## config.mk

```make
export PLATFORM = sky130hd
export DESIGN_NAME = ring_osc_freq_meter_flat
export DESIGN_NICKNAME = d
export VERILOG_FILES = /design/src/rtl/ring_osc_freq_meter_if.sv /design/src/rtl/ring_osc_freq_meter.sv /design/src/flat_wrapper.sv
export SDC_FILE = /design/constraint.sdc
export NUM_CORES = 1
export LEC_CHECK = 0
export ABC_AREA = 1
export ABC_CLOCK_PERIOD_IN_PS = 2100
export BUFFER_PORTS_ARGS = -buffer_cell sky130_fd_sc_hd__buf_2
export CORE_MARGIN = 10
export CORE_UTILIZATION = 30
export CTS_BUF_LIST = sky130_fd_sc_hd__clkbuf_4 sky130_fd_sc_hd__clkbuf_8 sky130_fd_sc_hd__clkbuf_16
export DETAILED_ROUTE_END_ITERATION = 16
export GPL_ROUTABILITY_DRIVEN = 0
export SLEW_MARGIN = 20
export SYNTH_ARGS = -nofsm -noshare
export SYNTH_HDL_FRONTEND = slang
export SYNTH_SLANG_ARGS = --single-unit
export TNS_END_PERCENT = 10
```

## constraint.sdc

```tcl
create_clock -name clk -period 2.1 [get_ports clk]
set_input_delay 0.21 -clock clk [delete_from_list [all_inputs] [get_ports clk]]
set_output_delay 0.21 -clock clk [all_outputs]
set_load 0.01 [all_outputs]
```

## src/rtl/ring_osc_freq_meter_if.sv

```systemverilog
// rtl/ring_osc_freq_meter_if.sv - control/result bundle between lab top-level and ring_osc_freq_meter
// Ports (signals):
//   start     measurement request (driven by master)
//   busy      1 while the meter is settling or measuring
//   done      one-cycle pulse; count/overflow valid from this cycle
//   count     rising edges seen in the last completed gate window
//   overflow  1 if the last window's edge counter saturated
// Modports: master = lab controls, slave = meter.
interface ring_osc_freq_meter_if #(
  parameter int CNT_W = 16
);
  logic             start;
  logic             busy;
  logic             done;
  logic [CNT_W-1:0] count;
  logic             overflow;

  modport master (
    output start,
    input  busy,
    input  done,
    input  count,
    input  overflow
  );

  modport slave (
    input  start,
    output busy,
    output done,
    output count,
    output overflow
  );
endinterface

```

## src/rtl/ring_osc_freq_meter.sv

```systemverilog
// rtl/ring_osc_freq_meter.sv - sequencer and rising-edge frequency counter for a ring oscillator
// Purpose: on start, release the oscillator from reset, wait SETTLE_CYCLES,
//   count synchronized oscillator rising edges for GATE_CYCLES, report the
//   result with a one-cycle done pulse and park the oscillator in reset.
// Ports:
//   clk      system clock, rising edge
//   rst      synchronous active-high reset
//   osc_in   oscillator output, asynchronous to clk
//   osc_rst  oscillator reset, 1 = held (registered)
//   bus      slave side of ring_osc_freq_meter_if (start/busy/done/count/overflow)
module ring_osc_freq_meter #(
  parameter int SETTLE_CYCLES = 16,
  parameter int GATE_CYCLES   = 1024,
  parameter int CNT_W         = 16,
  parameter int SYNC_STAGES   = 2
) (
  input  logic                  clk,
  input  logic                  rst,
  input  logic                  osc_in,
  output logic                  osc_rst,
  ring_osc_freq_meter_if.slave  bus
);

  localparam logic [1:0] IDLE    = 2'd0;
  localparam logic [1:0] SETTLE  = 2'd1;
  localparam logic [1:0] MEASURE = 2'd2;
  localparam logic [1:0] DONE    = 2'd3;

  // One shared down-counter serves both windows; it only ever holds N-1.
  localparam int TMAX = (SETTLE_CYCLES > GATE_CYCLES) ? SETTLE_CYCLES : GATE_CYCLES;
  localparam int TW   = (TMAX > 1) ? $clog2(TMAX) : 1;

  logic [1:0]             state;
  logic [TW-1:0]          timer;
  logic [SYNC_STAGES-1:0] sync;
  logic                   sync_last;
  logic                   prev;
  logic                   osc_edge;
  logic [CNT_W-1:0]       edge_cnt;
  logic                   ovf;
  logic [CNT_W-1:0]       cnt_next;
  logic                   ovf_next;

  assign sync_last = sync[SYNC_STAGES-1];
  assign osc_edge  = sync_last & ~prev;

  // Saturating increment; an edge arriving while already at all-ones is lost
  // and marks the window as overflowed.
  always_comb begin
    cnt_next = edge_cnt;
    ovf_next = ovf;
    if (osc_edge) begin
      if (&edge_cnt) begin
        ovf_next = 1'b1;
      end else begin
        cnt_next = edge_cnt + CNT_W'(1);
      end
    end
  end

  always_ff @(posedge clk) begin
    if (rst) begin
      state        <= IDLE;
      timer        <= '0;
      sync         <= '0;
      prev         <= 1'b0;
      edge_cnt     <= '0;
      ovf          <= 1'b0;
      osc_rst      <= 1'b1;
      bus.busy     <= 1'b0;
      bus.done     <= 1'b0;
      bus.count    <= '0;
      bus.overflow <= 1'b0;
    end else begin
      sync     <= {sync[SYNC_STAGES-2:0], osc_in};
      prev     <= sync_last;
      bus.done <= 1'b0;
      case (state)
        IDLE: begin
          if (bus.start) begin
            state    <= SETTLE;
            timer    <= TW'(SETTLE_CYCLES - 1);
            osc_rst  <= 1'b0;
            bus.busy <= 1'b1;
          end
        end
        SETTLE: begin
          if (timer == '0) begin
            state    <= MEASURE;
            timer    <= TW'(GATE_CYCLES - 1);
            edge_cnt <= '0;
            ovf      <= 1'b0;
          end else begin
            timer <= timer - TW'(1);
          end
        end
        MEASURE: begin
          edge_cnt <= cnt_next;
          ovf      <= ovf_next;
          if (timer == '0) begin
            // Results taken from the next-values so an edge in the last
            // gate cycle is included in the reported count.
            state        <= DONE;
            osc_rst      <= 1'b1;
            bus.busy     <= 1'b0;
            bus.done     <= 1'b1;
            bus.count    <= cnt_next;
            bus.overflow <= ovf_next;
          end else begin
            timer <= timer - TW'(1);
          end
        end
        DONE: begin
          state <= IDLE;
        end
        default: begin
          state <= IDLE;
        end
      endcase
    end
  end

endmodule
```

## src/flat_wrapper.sv

```systemverilog
// flat-port wrapper written by rule: the top's interface ports become plain ports
module ring_osc_freq_meter_flat 
#(
  parameter int SETTLE_CYCLES = 16,
  parameter int GATE_CYCLES   = 1024,
  parameter int CNT_W         = 16,
  parameter int SYNC_STAGES   = 2
)
  (clk, rst, osc_in, osc_rst, bus_start, bus_busy, bus_done, bus_count, bus_overflow);
  ring_osc_freq_meter_if #(.CNT_W(CNT_W)) bus_i ();
  input  logic clk;
  input  logic rst;
  input  logic osc_in;
  output logic osc_rst;
  input wire logic [$bits(bus_i.start)-1:0] bus_start;
  output wire logic [$bits(bus_i.busy)-1:0] bus_busy;
  output wire logic [$bits(bus_i.done)-1:0] bus_done;
  output wire logic [$bits(bus_i.count)-1:0] bus_count;
  output wire logic [$bits(bus_i.overflow)-1:0] bus_overflow;
  assign bus_i.start = bus_start;
  assign bus_busy = bus_i.busy;
  assign bus_done = bus_i.done;
  assign bus_count = bus_i.count;
  assign bus_overflow = bus_i.overflow;
  ring_osc_freq_meter #(.SETTLE_CYCLES(SETTLE_CYCLES), .GATE_CYCLES(GATE_CYCLES), .CNT_W(CNT_W), .SYNC_STAGES(SYNC_STAGES)) u_core (.clk(clk), .rst(rst), .osc_in(osc_in), .osc_rst(osc_rst), .bus(bus_i));
endmodule
```

==> impl_metrics.py <==
metrics = {
    "clock_network": {
        "clock_latency_ns": 0.31,
        "cts-hold-fix-buffers": 0,
        "cts_max_path_buffers": 2,
        "cts_inserted_buffers": 5,
        "cts_setup_buffers": 0,
        "htree_levels": 2,
        "clock-root-buffer": "clkbuf_8",
        "cts_resized": 0,
        "cts_num_sinks": 52,
        "cts_tree": "yes",
        "clk_pin_slew_ns": 0.09,
    },
    "detailed_routing": {
        "ant_nets": 0,
        "wirelength_microns": 6680,
        "num_vias": 2562,
        "wire_per_inst_microns": 12.0,
        "drc": 0,
        "routed_via_density": 4.60,
        "drtPass1Iterations": 5,
        "drtIter0Drc": 216,
    },
    "synthesis": {
        "synthFlopType": "dfxtp_1",
        "avgSynthCellArea_sq_um": 7.12,
        "ys_seq_area_share_pct": 36.1,
        "synth_area_sq_um": 2880,
        "synth_edf_count": 0,
        "yosys_warnings": 0,
        "syn_nets": 416,
        "synth_async_sr_flop_share_pct": 0,
        "yosysMostFrequentCell": "nand2_1",
        "synthTopCellsByArea": "dfxtp_1 (36%), nand2_1 (12%), inv_1 (6.4%)",
        "ys_ff_latch": 52,
        "synth_top_area_share_pct": 36.1,
        "synth_commonest_cells": "nand2_1 (93), dfxtp_1 (52), inv_1 (49)",
        "syn_inst": 405,
        "ys_types": 33,
        "synth_top_area_cell": "dfxtp_1",
    },
    "global_routing": {
        "grt.overflow.total": 0,
        "grt_pass1_wl_microns": 11500,
        "antenna_found_initial": 0,
        "track_usage_pct": 9.68,
        "grt_pass1_vias": 2403,
        "grt_max_degree": 30,
    },
    "placement": {
        "dp_hpwl_microns": 4870,
        "numPortBuffers": 23,
        "place_inst": 549,
    },
    "worst_setup_path": {
        "reg2reg_to": "u_core.bus.count[1]$_SDFFE_PP0P_",
        "startpoint_type": "flop",
        "critPathKind": "reg -> reg",
        "r2r_cells": 10,
        "critPathLaunch": "u_core.timer[0]$_SDFFE_PP0P_",
        "critPathRequiredTime_ns": 2.31,
        "worst_setup_path_end_kind": "flop",
        "arrival_ns": 2.02,
        "crit_path_end": "u_core.bus.count[1]$_SDFFE_PP0P_",
        "worstPathMaxFanout": 12,
        "reg2reg_slack_ns": 0.29,
        "reg2reg_from": "u_core.timer[0]$_SDFFE_PP0P_",
    },
    "floorplanning": {
        "io_pins": 24,
        "fp.dieH_microns": 118,
        "core_area_sq_um": 9280,
        "die_w_microns": 118,
        "die-area_sq_um": 13900,
        "start_util_pct": 31.1,
        "placementRows": 35,
    },
    "job": {
        "cap_violations": 0,
    },
    "sta": {
        "period_needed_ns": 1.81,
        "rsz0062_at_grt": "false",
        "tns_ns": 0,
        "max_freq_mhz": 552,
        "slew_violations": 0,
        "tightest_slew_ns": 0.697,
        "hold_viol": 0,
        "slew_headroom_pct": 53.5,
        "skew_ns": 0.00526,
        "finalCritPeriodShare_pct": 86.3,
        "finalSetupViolations": 0,
    },
    "pwr": {
        "power.density_nw_per_um2": 1020,
        "p_leak_nw": 1.38,
        "peakVddDrop_uv": 416,
    },
    "cells_and_area": {
        "drive_gt1_share_pct": 17.1,
        "final_net_count": 438,
        "syn2layout_area_growth_pct": 11.6,
        "diodes": 0,
        "instances_no_fill": 557,
    },
    "worst_hold_path": {
        "min_path_type": "in -> reg",
    },
    "status": {
        "status": "finished clean",
    },
}
[power by group]
group | switching, W | total [W] | internal [W]
clock | 0.000331 | 0.000627 | 0.000296
combinational | 0.000925 | 0.00140 | 0.000471
sequential | 0.000107 | 0.00125 | 0.00114
[flip-flops by register name, summed over array words and instances (netlist names)]
name                 count
u_core.ovf               1
u_core.bus.busy          1
u_core.prev              1
u_core.sync              2
u_core.bus.count        16
u_core.bus.overflow      1
u_core.edge_cnt         16
u_core.osc_rst           1
u_core.bus.done          1
u_core.state             2
u_core.timer            10
[layout make-up]
type	instances	area (sq um)
flip-flops and latches	52	1040
multi-input cells	291	1590
clock buffers	8	97.6
well taps	129	161
fillers	1017	6070
repair buffers	27	145
inverters	50	188
[layer usage]
metal  global-route usage (%)  vias up  part of all wire, %
li1                         -     1348                    -
met1                     12.3     1171                   49
met2                     15.7       37                   47
met3                     2.21        6                  3.5
met4                     3.32        0                  1.2
met5                        0        -                    0
[how the worst min path moves through the flow]
stage | cells after the start | to | startpoint
2_1_floorplan | 2 | u_core.sync[0]$_SDFF_PP0_ | osc_in
3_3_place_gp | 2 | u_core.sync[1]$_SDFF_PP0_ | u_core.sync[0]$_SDFF_PP0_
3_5_place_dp | 2 | u_core.sync[1]$_SDFF_PP0_ | u_core.sync[0]$_SDFF_PP0_
4_1_cts | 3 | u_core.sync[0]$_SDFF_PP0_ | osc_in
5_1_grt | 3 | u_core.sync[0]$_SDFF_PP0_ | osc_in
6_report | 3 | u_core.sync[0]$_SDFF_PP0_ | osc_in
[cells by family (layout without fill, tap and decap cells)]
| family | Yosys count | after routing | synth area share [%] |
|---|---|---|---|
| adder cells (fa/ha/maj) | 7 | 7 | 3.04 |
| buffers and inverters | 62 | 85 | 8.94 |
| AO/OA/AOI/OAI | 74 | 74 | 14.4 |
| XOR/XNOR | 11 | 11 | 3.34 |
| AND/OR/NAND/NOR | 199 | 199 | 34.2 |
| flip-flops | 52 | 52 | 36.1 |
[placed cells by master, fill, tap and decap left out, types with 7 or more instances in the layout]
master	synthesis	layout
buf_2	2	23
nand4_1	7	7
nand3_2	8	8
nand3_1	30	30
nor2_4	8	8
nand2_1	93	93
dfxtp_1	52	52
a21oi_1	35	35
inv_1	49	49
o21ai_0	23	23
ha_1	7	7
nor2_1	33	33
xor2_1	9	9
[critical path, cell delays in order (launching register included)]
cell and delay, ns:
dfxtp_1 0.32, inv_1 0.11, ha_1 0.28, nand3_2 0.12, nor2_2 0.17, nand3_2 0.13, nor2_4 0.13, buf_4 0.21
nand3_1 0.11, o211ai_1 0.09, inv_1 0.05
[per-stage QoR]
stage	cell area [sq um]	setup WS, ns	utilization, %	total power [W]	hold WS, ns
floorplan	2880	0.553	-	0.00234	0.317
global placement	3120	0.326	33.6	0.00267	0.396
detailed placement	3120	0.310	33.6	0.00267	0.410
CTS	3220	0.286	34.7	0.00331	0.0864
global route	3220	0.0747	34.7	0.00354	0.0920
finish	3220	0.287	34.7	0.00327	0.0948
No activity file was read; power rests on OpenSTA's default activity.
